[src/rtl/serial_frame_tx.sv]
// Serial frame transmitter: start bit, DATA_W data bits LSB first, optional parity, stop bit.
// Each bit is held for CLKS_PER_BIT clocks; tx_line idles high.
module serial_frame_tx #(
  parameter int DATA_W       = 8,
  parameter int CLKS_PER_BIT = 4,
  parameter int PARITY_EN    = 1,
  parameter int PARITY_ODD   = 0
) (
  input  logic              clk,
  input  logic              rst,
  input  logic [DATA_W-1:0] tx_data,
  input  logic              tx_valid,
  output logic              tx_ready,
  output logic              tx_line,
  output logic              busy,
  output logic              done
);

  localparam int CW = (CLKS_PER_BIT > 1) ? $clog2(CLKS_PER_BIT) : 1;
  localparam int BW = (DATA_W > 1) ? $clog2(DATA_W) : 1;
  localparam logic [CW-1:0] CYC_LAST = CW'(CLKS_PER_BIT - 1);
  localparam logic [BW-1:0] BIT_LAST = BW'(DATA_W - 1);
  localparam logic          PAR_INV  = (PARITY_ODD != 0);
  localparam logic          HAS_PAR  = (PARITY_EN != 0);

  typedef enum logic [2:0] {IDLE, START, DATA, PARITY, STOP} state_t;

  state_t            state;
  logic [CW-1:0]     cyc;
  logic [BW-1:0]     bitcnt;
  logic [DATA_W-1:0] shreg;
  logic [DATA_W-1:0] shreg_nx;
  logic              par;
  logic              bit_end;

  assign bit_end  = (cyc == CYC_LAST);
  assign shreg_nx = shreg >> 1;
  assign tx_ready = (state == IDLE);
  assign busy     = (state != IDLE);

  // tx_line is loaded with the next bit's value on the boundary edge, so the
  // line changes in the same period the state does.
  always_ff @(posedge clk) begin
    if (rst) begin
      state   <= IDLE;
      tx_line <= 1'b1;
      done    <= 1'b0;
      cyc     <= '0;
      bitcnt  <= '0;
      shreg   <= '0;
      par     <= 1'b0;
    end else begin
      done <= 1'b0;
      if (state != IDLE)
        cyc <= bit_end ? '0 : cyc + 1'b1;

      case (state)
        IDLE: begin
          cyc <= '0;
          if (tx_valid) begin
            shreg   <= tx_data;
            par     <= (^tx_data) ^ PAR_INV;
            state   <= START;
            tx_line <= 1'b0;
          end
        end
        START: begin
          if (bit_end) begin
            state   <= DATA;
            tx_line <= shreg[0];
          end
        end
        DATA: begin
          if (bit_end) begin
            shreg <= shreg_nx;
            if (bitcnt == BIT_LAST) begin
              bitcnt <= '0;
              if (HAS_PAR) begin
                state   <= PARITY;
                tx_line <= par;
              end else begin
                state   <= STOP;
                tx_line <= 1'b1;
              end
            end else begin
              bitcnt  <= bitcnt + 1'b1;
              tx_line <= shreg_nx[0];
            end
          end
        end
        PARITY: begin
          if (bit_end) begin
            state   <= STOP;
            tx_line <= 1'b1;
          end
        end
        STOP: begin
          if (bit_end) begin
            state   <= IDLE;
            tx_line <= 1'b1;
            done    <= 1'b1;
          end
        end
        default: begin
          state   <= IDLE;
          tx_line <= 1'b1;
        end
      endcase
    end
  end

endmodule

[config.mk]
export PLATFORM = sky130hd
export DESIGN_NAME = serial_frame_tx
export DESIGN_NICKNAME = d
export VERILOG_FILES = /design/src/rtl/serial_frame_tx.sv
export SDC_FILE = /design/constraint.sdc
export NUM_CORES = 1
export LEC_CHECK = 0
export ABC_AREA = 0
export CAP_MARGIN = 20
export CELL_PAD_IN_SITES_DETAIL_PLACEMENT = 0
export CELL_PAD_IN_SITES_GLOBAL_PLACEMENT = 1
export CORE_MARGIN = 2
export CORE_UTILIZATION = 41
export CTS_BUF_LIST = sky130_fd_sc_hd__clkbuf_8
export DETAILED_ROUTE_END_ITERATION = 8
export PLACE_DENSITY_LB_ADDON = 0.1
export SYNTH_ARGS = -nofsm -noshare
export SYNTH_HDL_FRONTEND = slang
export SYNTH_SLANG_ARGS = --single-unit
[constraint.sdc]
create_clock -name clk -period 1.9 [get_ports clk]
set_input_delay 0.38 -clock clk [delete_from_list [all_inputs] [get_ports clk]]
set_output_delay 0.38 -clock clk [all_outputs]
set_load 0.02 [all_outputs]
==> results of run 1 <==
-- cells by family (layout without fill, tap and decap cells) --
group | Yosys count | after routing
AO/OA/AOI/OAI | 20 | 20
adder cells (fa/ha/maj) | 3 | 3
buffers and inverters | 10 | 29
AND/OR/NAND/NOR | 35 | 35
XOR/XNOR | 8 | 8
multiplexers | 8 | 8
flip-flops | 19 | 19
-- layer usage --
metal	GRT usage [%]	part of all wire [%]
met4	7.69	0.88
met3	3.39	3.2
met5	0	0
met1	22.9	52
met2	21.9	44
-- worst register-to-register path, cell delays in order (launching register included) --
cell and delay, ps:
dfxtp_1 350, ha_1 150, ha_1 210, mux2_2 350
a211oi_1 250, o311ai_0 130
-- path summary, 6_finish.rpt --
check,start,end,cells past startpoint
setup / recovery,state[0],busy,3
hold / removal,cyc[0],cyc[0],1
setup reg to reg,bitcnt[0],tx_line,5
hold reg to reg,cyc[0],cyc[0],1
-- where the power goes --
group / total, mW / leakage (nW) / switching, mW / internal [mW]
clock network: 0.282 / 0.0269 / 0.139 / 0.144
logic: 0.147 / 0.266 / 0.0672 / 0.0794
registers: 0.431 / 0.156 / 0.0113 / 0.420
total: 0.860 / 0.448 / 0.217 / 0.643
-- registers in the layout, indices dropped and copies added (netlist names) --
register / count
cyc: 2
done: 1
shreg: 8
bitcnt: 3
tx_line: 1
state: 3
par: 1
-- stage by stage --
step / instance area, um^2 / worst slack (ps) / util, % / hold slack (ps)
after floorplan: 978 / 59.8 / - / 408
after global placement: 1170 / 143 / 52.4 / 411
after detailed placement: 1170 / 8.56 / 52.4 / 421
after CTS: 1210 / 31.2 / 54.4 / 431
after global routing: 1220 / 18.2 / 54.6 / 439
final: 1220 / 119 / 54.6 / 427
-- placed cells by master (no fill, tap or decap), types with 4 or more instances in the layout --
cell	n
nor2_1	9
mux2i_1	7
a21oi_1	5
buf_4	9
nor3_1	4
a211oi_1	6
nand2_1	8
dfxtp_1	19
xnor2_1	7
clkdlybuf4s50_1	13
-- area by class of cell --
class	count	area (um^2)	share of cell area [%]
multi-input combinational	74	546	44.7
sequential	19	380	31.2
timing repair buffer	23	206	16.9
clock buffer	3	41.3	3.38
tap	28	35.0	2.87
inverter	2	7.51	0.615
clock inverter	1	3.75	0.308
==> results_tabular.tex, run 1 <==
\begin{tabular}{lr}
\hline
Metric & Value \\
\hline
\multicolumn{2}{l}{\textbf{Placed design}} \\
\quad Post-DP HPWL & 1.37 mm \\
\quad \# placed instances & 146 \\
\quad Number of buffer cells added on primary ports & 14 \\
\quad Final estimated routing congestion in global placement & 0.759 \\
\multicolumn{2}{l}{\textbf{Status}} \\
\quad Outcome & finished, final reports clean \\
\multicolumn{2}{l}{\textbf{Setup path}} \\
\quad Type of the worst setup path & reg2out \\
\quad Critical Path AT & 1400 ps \\
\quad Cell with the largest stage delay on the worst path & clkdlybuf4s50\_1 \\
\quad Startpoint Class & flop \\
\quad Largest fanout of any net on the critical path & 3 \\
\quad Worst Path Required & 1520 ps \\
\quad Flop-to-flop setup slack & 310 ps \\
\quad Endpoint type of the worst setup path & output pin \\
\quad Worst Path Buf+Inv & 2 \\
\quad Ordered cell list for the critical path & nor3\_2, inv\_1, clkdlybuf4s50\_1 \\
\quad Worst path top cell family by delay & buffers and inverters \\
\quad Delay of the slowest cell on the worst path & 530 ps \\
\multicolumn{2}{l}{\textbf{Synthesis}} \\
\quad Post-synthesis adder-cell area fraction & 3.84\% \\
\quad Warnings, synthesis & 0 \\
\quad Netlist area before placement & 978 um\^{}2 \\
\quad Compound-cell area share of the yosys netlist & 16.6\% \\
\quad Most used DFF post-synth & dfxtp\_1 \\
\quad Mux share of post-synthesis cell area & 8.31\% \\
\quad Sequential cell area fraction in the yosys report & 38.9\% \\
\quad Flop and latch count out of synthesis & 19 \\
\quad Simple-gate share of the synthesized area & 19.3\% \\
\quad Leading post-synthesis cells by instance count & dfxtp\_1 (19), nor2\_1 (9), nand2\_1 (8), mux2i\_1 (7), xnor2\_1 (7) \\
\quad Count of distinct cell types in the synthesized netlist & 34 \\
\quad Gate Count Post-Synth & 103 \\
\quad Combinational family with the most area after synthesis & simple AND/OR/NAND/NOR gates \\
\quad Yosys top cell by area & dfxtp\_1 \\
\quad Average cell area after synthesis & 9.50 um\^{}2 \\
\quad Fraction of synthesized cell area taken by the top area cell type & 38.9\% \\
\quad XOR/XNOR Fraction of Synth Area & 7.16\% \\
\quad Share of synthesized registers carrying an async set or reset & 0\% \\
\quad Top-count cell post-synth & dfxtp\_1 \\
\quad Number of enable flip-flop cells after synthesis & 0 \\
\quad Post-synthesis net count & 117 \\
\quad Cells taking the most area after synthesis & dfxtp\_1 (39\%), mux2i\_1 (7.2\%), xnor2\_1 (6.3\%) \\
\multicolumn{2}{l}{\textbf{Timing}} \\
\quad Transition at the pin with the smallest max-transition slack & 497 ps \\
\quad Total negative setup slack & 0 ps \\
\quad Fmax & 562 MHz \\
\quad Unrepaired setup endpoints after global routing & no \\
\quad Setup clock skew after layout & 4.48 ps \\
\quad Crit path time final & 1780 ps \\
\quad Final Cycle Share & 93.7\% \\
\quad Slew Limit Headroom & 66.0\% \\
\quad Number of max-slew violations in the final report & 0 \\
\quad Number of setup violations in the final report & 0 \\
\quad Final Hold Vio Count & 0 \\
\multicolumn{2}{l}{\textbf{Cells and area}} \\
\quad Area grow syn2layout & 24.7\% \\
\quad Count of placed standard cells in the final layout, fillers left out & 150 \\
\quad Number of inserted filler cells in the final layout & 216 \\
\quad N\_diodes & 0 \\
\quad Final \#Nets & 137 \\
\quad Fraction of final layout cells with drive strength greater than 1 & 16.4\% \\
\multicolumn{2}{l}{\textbf{Clock network}} \\
\quad Worst skew pair latency & 260 ps \\
\quad Post-CTS Hold Fix Bufs & 0 \\
\quad Buffers inserted during post-CTS setup optimization & 0 \\
\quad Number of buffers created by CTS & 3 \\
\quad Clock tree from TritonCTS & done \\
\quad Post\_cts resized & 1 \\
\quad Sinks on the clock net & 19 \\
\quad H-Tree Level Count & 1 \\
\quad Buffer depth of the longest clock path & 2 \\
\quad Clock Pin Slew Worst Setup and Hold Paths & 70 ps \\
\quad Master cell of the clock root buffer & clkbuf\_8 \\
\multicolumn{2}{l}{\textbf{GRT}} \\
\quad First-pass GRT wire length & 3.19 mm \\
\quad Vias in the first global route & 702 \\
\quad Maximum number of pins on one net before global-route repair & 13 \\
\quad Antenna violations before repair & 0 \\
\quad Global-route usage over all layers & 15.8\% \\
\quad GRT Residual Overflow & 0 \\
\multicolumn{2}{l}{\textbf{Die}} \\
\quad Area of the die & 2790 um\^{}2 \\
\quad Placeable core region & 2230 um\^{}2 \\
\quad Die X & 52.9 um \\
\quad Die extent in y & 52.9 um \\
\quad I/O pin total & 15 \\
\quad Initial core utilization & 43.8\% \\
\quad Row count & 17 \\
\multicolumn{2}{l}{\textbf{Job}} \\
\quad Max\_cap viols & 0 \\
\multicolumn{2}{l}{\textbf{Routing}} \\
\quad DRC violation count after routing & 0 \\
\quad Remaining number of nets flagged by the antenna check after routing & 0 \\
\quad Wire length after detailed routing & 1.82 mm \\
\quad Vias per cell & 5.13 \\
\quad DR vias & 770 \\
\quad WL per Instance & 12.1 um \\
\quad Starting DRC count in detailed routing & 6 \\
\quad Total iterations of the first detailed-routing run & 4 \\
\multicolumn{2}{l}{\textbf{Min path}} \\
\quad Tightest Hold Check Type & reg2reg \\
\multicolumn{2}{l}{\textbf{Pwr}} \\
\quad VDD IR-drop max & 385 uV \\
\quad Leakage power figure & 0.448 nW \\
\quad Power per cell area & 705 nW/um\^{}2 \\
\quad Final Total Pwr & 0.860 mW \\
\hline
\end{tabular}
(Power assumes the default switching activity.)
==> run 2, diff against run 1 <==
- REMOVE_ABC_BUFFERS: not set -> 1
==> run 2 against run 1 <==
  * Utilization rose by 0.28 points
  * Worst setup slack improved by 190 ps
  * Global-route usage decreased by 0.22 points
  * Sequential share of layout area is 0.16 points lower
  * Via count is 0.65% lower
  * Hold slack better by 5.0 ps
  * Die area did not move
  * Largest cell class unchanged
  * Largest power group unchanged
==> results_tabular.tex, run 2 (synthesis results as in run 1) <==
\begin{tabular}{lr}
\hline
Metric & Value \\
\hline
\multicolumn{2}{l}{\textbf{Cells and area}} \\
\quad Max reg flops & 8 (unchanged) \\
\quad Largest Register & shreg (unchanged) \\
\quad Commonest non-fill, non-tap cells in the layout & dfxtp\_1 (19), clkdlybuf4s50\_1 (12), nor2\_1 (9), nand2\_1 (8) (was dfxtp\_1 (19), clkdlybuf4s50\_1 (13), nor2\_1 (9), buf\_4 (9), nand2\_1 (8)) \\
\quad Design area & 1230 um\^{}2 (was 1220 um\^{}2) \\
\quad Fraction of final layout cells with drive strength greater than 1 & 14.9\% (was 16.4\%) \\
\quad N\_diodes & 0 (unchanged) \\
\quad Leading cell type in the layout, fill and taps excluded & dfxtp\_1 (unchanged) \\
\quad Regs by FF count & shreg x8, bitcnt x3, state x3 (unchanged) \\
\quad Count of placed standard cells in the final layout, fillers left out & 149 (was 150) \\
\quad Share of the core filled with cells in the final layout & 54.9\% (was 54.6\%) \\
\quad Area grow syn2layout & 25.3\% (was 24.7\%) \\
\quad Final \#Nets & 136 (was 137) \\
\multicolumn{2}{l}{\textbf{Setup path}} \\
\quad Endpoint type of the worst setup path & flop (was output pin) \\
\quad Largest fanout of any net on the critical path & 3 (unchanged) \\
\quad Critical Path AT & 1700 ps (was 1400 ps) \\
\quad Type of the worst setup path & reg2reg (was reg2out) \\
\quad Path depth of the worst reg2reg path & 5 (unchanged) \\
\quad Worst Path Required & 2010 ps (was 1520 ps) \\
\quad Startpoint Class & flop (unchanged) \\
\multicolumn{2}{l}{\textbf{Timing}} \\
\quad Smallest setup slack after layout & 312 ps (was 119 ps) \\
\quad Setup clock skew after layout & 3.28 ps (was 4.48 ps) \\
\quad Fmax & 630 MHz (was 562 MHz) \\
\quad Total negative setup slack & 0 ps (unchanged) \\
\quad Crit path time final & 1590 ps (was 1780 ps) \\
\quad Final Cycle Share & 83.6\% (was 93.7\%) \\
\quad Number of max-slew violations in the final report & 0 (unchanged) \\
\quad Transition at the pin with the smallest max-transition slack & 485 ps (was 497 ps) \\
\quad Final Hold Vio Count & 0 (unchanged) \\
\quad Hold\_ws & 432 ps (was 427 ps) \\
\quad Slew Limit Headroom & 66.8\% (was 66.0\%) \\
\quad Unrepaired setup endpoints after global routing & no (unchanged) \\
\quad Number of setup violations in the final report & 0 (unchanged) \\
\multicolumn{2}{l}{\textbf{Pwr}} \\
\quad Power per cell area & 693 nW/um\^{}2 (was 705 nW/um\^{}2) \\
\quad Final Total Pwr & 0.850 mW (was 0.860 mW) \\
\quad Leakage power figure & 0.465 nW (was 0.448 nW) \\
\quad VDD IR-drop max & 481 uV (was 385 uV) \\
\multicolumn{2}{l}{\textbf{Die}} \\
\quad Die X & 52.9 um (unchanged) \\
\quad Die extent in y & 52.9 um (unchanged) \\
\quad I/O pin total & 15 (unchanged) \\
\quad Row count & 17 (unchanged) \\
\quad Area of the die & 2790 um\^{}2 (unchanged) \\
\quad Initial core utilization & 43.8\% (unchanged) \\
\quad Placeable core region & 2230 um\^{}2 (unchanged) \\
\multicolumn{2}{l}{\textbf{Min path}} \\
\quad Worst hold path stage count & 1 (unchanged) \\
\quad Tightest Hold Check Type & reg2reg (unchanged) \\
\multicolumn{2}{l}{\textbf{Status}} \\
\quad Outcome & finished, final reports clean (unchanged) \\
\multicolumn{2}{l}{\textbf{Job}} \\
\quad Max\_cap viols & 0 (unchanged) \\
\multicolumn{2}{l}{\textbf{Placed design}} \\
\quad Post-Place Worst Slack & 67.9 ps (was 8.56 ps) \\
\quad Post-DP HPWL & 1.41 mm (was 1.37 mm) \\
\quad Number of buffer cells added on primary ports & 14 (unchanged) \\
\quad Dpl cell area & 1180 um\^{}2 (was 1170 um\^{}2) \\
\quad \# placed instances & 145 (was 146) \\
\quad Final estimated routing congestion in global placement & 0.694 (was 0.759) \\
\multicolumn{2}{l}{\textbf{Clock network}} \\
\quad Clock tree from TritonCTS & done (unchanged) \\
\quad Number of buffers created by CTS & 3 (unchanged) \\
\quad H-Tree Level Count & 1 (unchanged) \\
\quad Sinks on the clock net & 19 (unchanged) \\
\quad Buffer depth of the longest clock path & 2 (unchanged) \\
\quad Buffers inserted during post-CTS setup optimization & 0 (unchanged) \\
\quad Clock Pin Slew Worst Setup and Hold Paths & 70 ps (about the same) \\
\quad Worst skew pair latency & 250 ps (was 260 ps) \\
\quad Post\_cts resized & 0 (was 1) \\
\quad Post-CTS Hold Fix Bufs & 0 (unchanged) \\
\quad Master cell of the clock root buffer & clkbuf\_8 (unchanged) \\
\multicolumn{2}{l}{\textbf{Routing}} \\
\quad Remaining number of nets flagged by the antenna check after routing & 0 (unchanged) \\
\quad Total iterations of the first detailed-routing run & 4 (unchanged) \\
\quad WL per Instance & 12.2 um (was 12.1 um) \\
\quad DRC violation count after routing & 0 (unchanged) \\
\quad Starting DRC count in detailed routing & 7 (was 6) \\
\quad DR vias & 765 (was 770) \\
\quad Wire length after detailed routing & 1.82 mm (about the same) \\
\quad Vias per cell & 5.13 (about the same) \\
\multicolumn{2}{l}{\textbf{GRT}} \\
\quad GRT Residual Overflow & 0 (unchanged) \\
\quad First-pass GRT wire length & 3.11 mm (was 3.19 mm) \\
\quad Global-route usage over all layers & 15.6\% (was 15.8\%) \\
\quad Antenna violations before repair & 0 (unchanged) \\
\quad Maximum number of pins on one net before global-route repair & 16 (was 13) \\
\quad Vias in the first global route & 729 (was 702) \\
\hline
\end{tabular}
==> run 2: cell types whose count changed in the layout (fill, tap and decap cells not counted) <==
cell	before	now
dlymetal6s2s_1	0	2
clkdlybuf4s50_1	13	12
buf_12	0	1
buf_4	9	7
nor3_2	1	0
nor3_1	4	5
dlygate4sd2_1	1	0
==> run 2: where the power goes <==
part | switching [mW] | total [mW] | internal, mW
sequential | 0.0103 | 0.430 | 0.420
combinational | 0.0690 | 0.150 | 0.0815
clock | 0.126 | 0.269 | 0.144
total | 0.205 | 0.850 | 0.645
==> run 2: worst max-delay path: stages, from the launching register on <==
cell and delay [ps]:
dfxtp_1 350, ha_1 160, ha_1 220, mux2_2 350
a211oi_1 240, o311ai_0 130
==> run 2: routing by layer <==
layer,track usage [%],wire [um]
met1,19.6,875
met5,0,0
met4,5.13,23
met3,5.93,77
met2,24.4,840
==> run 2: layout make-up <==
type | count | area, um^2
fillers | 215 | 1010
multi-input cells | 74 | 541
flip-flops and latches | 19 | 380
repair buffers | 22 | 218
clock buffers | 3 | 41.3
well taps | 28 | 35.0
inverters | 2 | 7.51
clock inverters | 1 | 3.75
==> run 2: worst paths after layout <==
kind                  start      end  slack, ps
setup / recovery  bitcnt[0]  tx_line        310
hold reg to reg      cyc[0]   cyc[0]        430
setup reg to reg  bitcnt[0]  tx_line        310
hold / removal       cyc[0]   cyc[0]        430
==> run 3, diff against run 2 <==
- clock period: 1.9 -> 1.5 ns (I/O delays scaled with it)
==> run 3 against run 2 <==
  * Sequential power grew 27%
  * Routed wire length grew 8.0%
  * Total power grew 29%
  * Utilization grew 4.5 points
  * Critical endpoint is now done
==> results_tabular.tex, run 3 (synthesis results as in run 1) <==
\begin{tabular}{lr}
\hline
Metric & Value \\
\hline
\multicolumn{2}{l}{\textbf{Status}} \\
\quad Outcome & finished, final reports clean (unchanged) \\
\multicolumn{2}{l}{\textbf{Clock network}} \\
\quad Clock Pin Slew Worst Setup and Hold Paths & 70 ps (about the same) \\
\quad Post-CTS Hold Fix Bufs & 0 (unchanged) \\
\quad Clock tree from TritonCTS & done (unchanged) \\
\quad Master cell of the clock root buffer & clkbuf\_8 (unchanged) \\
\quad Sinks on the clock net & 19 (unchanged) \\
\quad Buffers inserted during post-CTS setup optimization & 0 (unchanged) \\
\quad Buffer depth of the longest clock path & 2 (unchanged) \\
\quad Worst skew pair latency & 250 ps (about the same) \\
\quad Number of buffers created by CTS & 3 (unchanged) \\
\quad H-Tree Level Count & 1 (unchanged) \\
\multicolumn{2}{l}{\textbf{Cells and area}} \\
\quad Largest Register & shreg (unchanged) \\
\quad Design area & 1330 um\^{}2 (was 1230 um\^{}2) \\
\quad Share of the core filled with cells in the final layout & 59.4\% (was 54.9\%) \\
\quad Fraction of final layout cells with drive strength greater than 1 & 28.7\% (was 14.9\%) \\
\quad Area grow syn2layout & 35.5\% (was 25.3\%) \\
\quad Max reg flops & 8 (unchanged) \\
\quad Leading cell type in the layout, fill and taps excluded & dfxtp\_1 (unchanged) \\
\quad Commonest non-fill, non-tap cells in the layout & dfxtp\_1 (16), buf\_4 (15), clkdlybuf4s50\_1 (11), nor2\_1 (9), nand2\_1 (8) (was dfxtp\_1 (19), clkdlybuf4s50\_1 (12), nor2\_1 (9), nand2\_1 (8)) \\
\quad Count of placed standard cells in the final layout, fillers left out & 157 (was 149) \\
\quad Regs by FF count & shreg x8, bitcnt x3, state x3 (unchanged) \\
\quad Final \#Nets & 144 (was 136) \\
\quad N\_diodes & 0 (unchanged) \\
\multicolumn{2}{l}{\textbf{Setup path}} \\
\quad Type of the worst setup path & reg2out (was reg2reg) \\
\quad Worst Path Buf+Inv & 1 (was 0) \\
\quad Cell with the largest stage delay on the worst path & clkdlybuf4s50\_1 (was dfxtp\_1) \\
\quad Delay of the slowest cell on the worst path & 590 ps (was 350 ps) \\
\quad Ordered cell list for the critical path & clkdlybuf4s50\_1 (was ha\_1, ha\_1, mux2\_2, a211oi\_1, o311ai\_0) \\
\quad Largest fanout of any net on the critical path & 1 (was 3) \\
\quad Worst Path Required & 1200 ps (was 2010 ps) \\
\quad Critical Path AT & 1140 ps (was 1700 ps) \\
\quad Startpoint Class & flop (unchanged) \\
\quad Worst path top cell family by delay & buffers and inverters (was adder cells) \\
\quad Endpoint type of the worst setup path & output pin (was flop) \\
\multicolumn{2}{l}{\textbf{Placed design}} \\
\quad \# placed instances & 153 (was 145) \\
\quad Post-DP HPWL & 1.52 mm (was 1.41 mm) \\
\quad Final estimated routing congestion in global placement & 0.702 (was 0.694) \\
\quad Number of buffer cells added on primary ports & 14 (unchanged) \\
\quad Post-Place Worst Slack & -253 ps (was 67.9 ps) \\
\quad Dpl cell area & 1240 um\^{}2 (was 1180 um\^{}2) \\
\multicolumn{2}{l}{\textbf{Timing}} \\
\quad Number of setup violations in the final report & 0 (unchanged) \\
\quad Hold\_ws & 442 ps (was 432 ps) \\
\quad Fmax & 693 MHz \\
\quad Smallest setup slack after layout & 56.1 ps (was 312 ps) \\
\quad Transition at the pin with the smallest max-transition slack & 313 ps (was 485 ps) \\
\quad Number of max-slew violations in the final report & 0 (unchanged) \\
\quad Total negative setup slack & 0 ps (unchanged) \\
\quad Slew Limit Headroom & 79.1\% (was 66.8\%) \\
\quad Crit path time final & 1440 ps \\
\quad Final Cycle Share & 96.3\% \\
\quad Final Hold Vio Count & 0 (unchanged) \\
\quad Unrepaired setup endpoints after global routing & no (unchanged) \\
\quad Setup clock skew after layout & 0.937 ps (was 3.28 ps) \\
\multicolumn{2}{l}{\textbf{Job}} \\
\quad Max\_cap viols & 0 (unchanged) \\
\multicolumn{2}{l}{\textbf{GRT}} \\
\quad Vias in the first global route & 754 (was 729) \\
\quad GRT Residual Overflow & 0 (unchanged) \\
\quad First-pass GRT wire length & 3.29 mm (was 3.11 mm) \\
\quad Global-route usage over all layers & 16.6\% (was 15.6\%) \\
\quad Antenna violations before repair & 0 (unchanged) \\
\quad Maximum number of pins on one net before global-route repair & 15 (was 16) \\
\multicolumn{2}{l}{\textbf{Routing}} \\
\quad Wire length after detailed routing & 1.96 mm (was 1.82 mm) \\
\quad Starting DRC count in detailed routing & 8 (was 7) \\
\quad WL per Instance & 12.5 um (was 12.2 um) \\
\quad Total iterations of the first detailed-routing run & 4 (unchanged) \\
\quad Vias per cell & 5.10 (was 5.13) \\
\quad DR vias & 801 (was 765) \\
\quad Remaining number of nets flagged by the antenna check after routing & 0 (unchanged) \\
\quad DRC violation count after routing & 0 (unchanged) \\
\multicolumn{2}{l}{\textbf{Die}} \\
\quad I/O pin total & 15 (unchanged) \\
\quad Die X & 52.9 um (unchanged) \\
\quad Initial core utilization & 43.8\% (unchanged) \\
\quad Row count & 17 (unchanged) \\
\quad Die extent in y & 52.9 um (unchanged) \\
\quad Placeable core region & 2230 um\^{}2 (unchanged) \\
\quad Area of the die & 2790 um\^{}2 (unchanged) \\
\multicolumn{2}{l}{\textbf{Min path}} \\
\quad Tightest Hold Check Type & reg2reg (unchanged) \\
\multicolumn{2}{l}{\textbf{Pwr}} \\
\quad Power per cell area & 828 nW/um\^{}2 (was 693 nW/um\^{}2) \\
\quad Leakage power figure & 0.494 nW (was 0.465 nW) \\
\quad VDD IR-drop max & 502 uV (was 481 uV) \\
\quad Final Total Pwr & 1.10 mW (was 0.850 mW) \\
\hline
\end{tabular}
-- run 3: cell count changes in the layout (fill, tap and decap cells not counted), moves of 2 or more --
cell,previous run,this run
a211oi_1,6,4
a211oi_2,3,5
buf_4,7,15
dfxtp_1,19,16
dfxtp_2,0,3
ha_1,3,1
-- run 3: worst paths after layout --
check	startpoint	to	slack, ps	cells after the start
worst max register to register	bitcnt[0]	tx_line	70	5
worst min-delay path	cyc[0]	cyc[0]	440	1
worst max-delay path	done	done	60	1
worst min register to register	cyc[0]	cyc[0]	440	1
-- run 3: power breakdown --
group | leakage (nW) | total (mW) | internal, mW | switching [mW]
clock network | 0.0269 | 0.342 | 0.182 | 0.161
registers | 0.157 | 0.547 | 0.532 | 0.0147
logic | 0.310 | 0.209 | 0.115 | 0.0942
total | 0.494 | 1.10 | 0.828 | 0.270
-- run 3: repair_timing --
| item | CTS | global route |
|---|---|---|
| resized for setup | 12 | 9 |
| pin swaps | 0 | 3 |
| setup endpoints to repair | 3 | 12 |
-- run 3: layer usage --
layer,vias to the layer above,part of all wire [%],track usage (%)
li1,416,-,-
met1,371,47,20.8
met2,10,49,27.1
met3,4,2.3,2.54
met4,0,1.6,8.97
met5,-,0,0
-- run 3: layout make-up --
cell class,instances,area (um^2)
Clock buffer,3,41.3
Clock inverter,1,3.75
Fill cell,199,907
Inverter,2,7.51
Multi-Input combinational cell,74,583
Sequential cell,19,384
Tap cell,28,35.0
Timing Repair Buffer,30,272
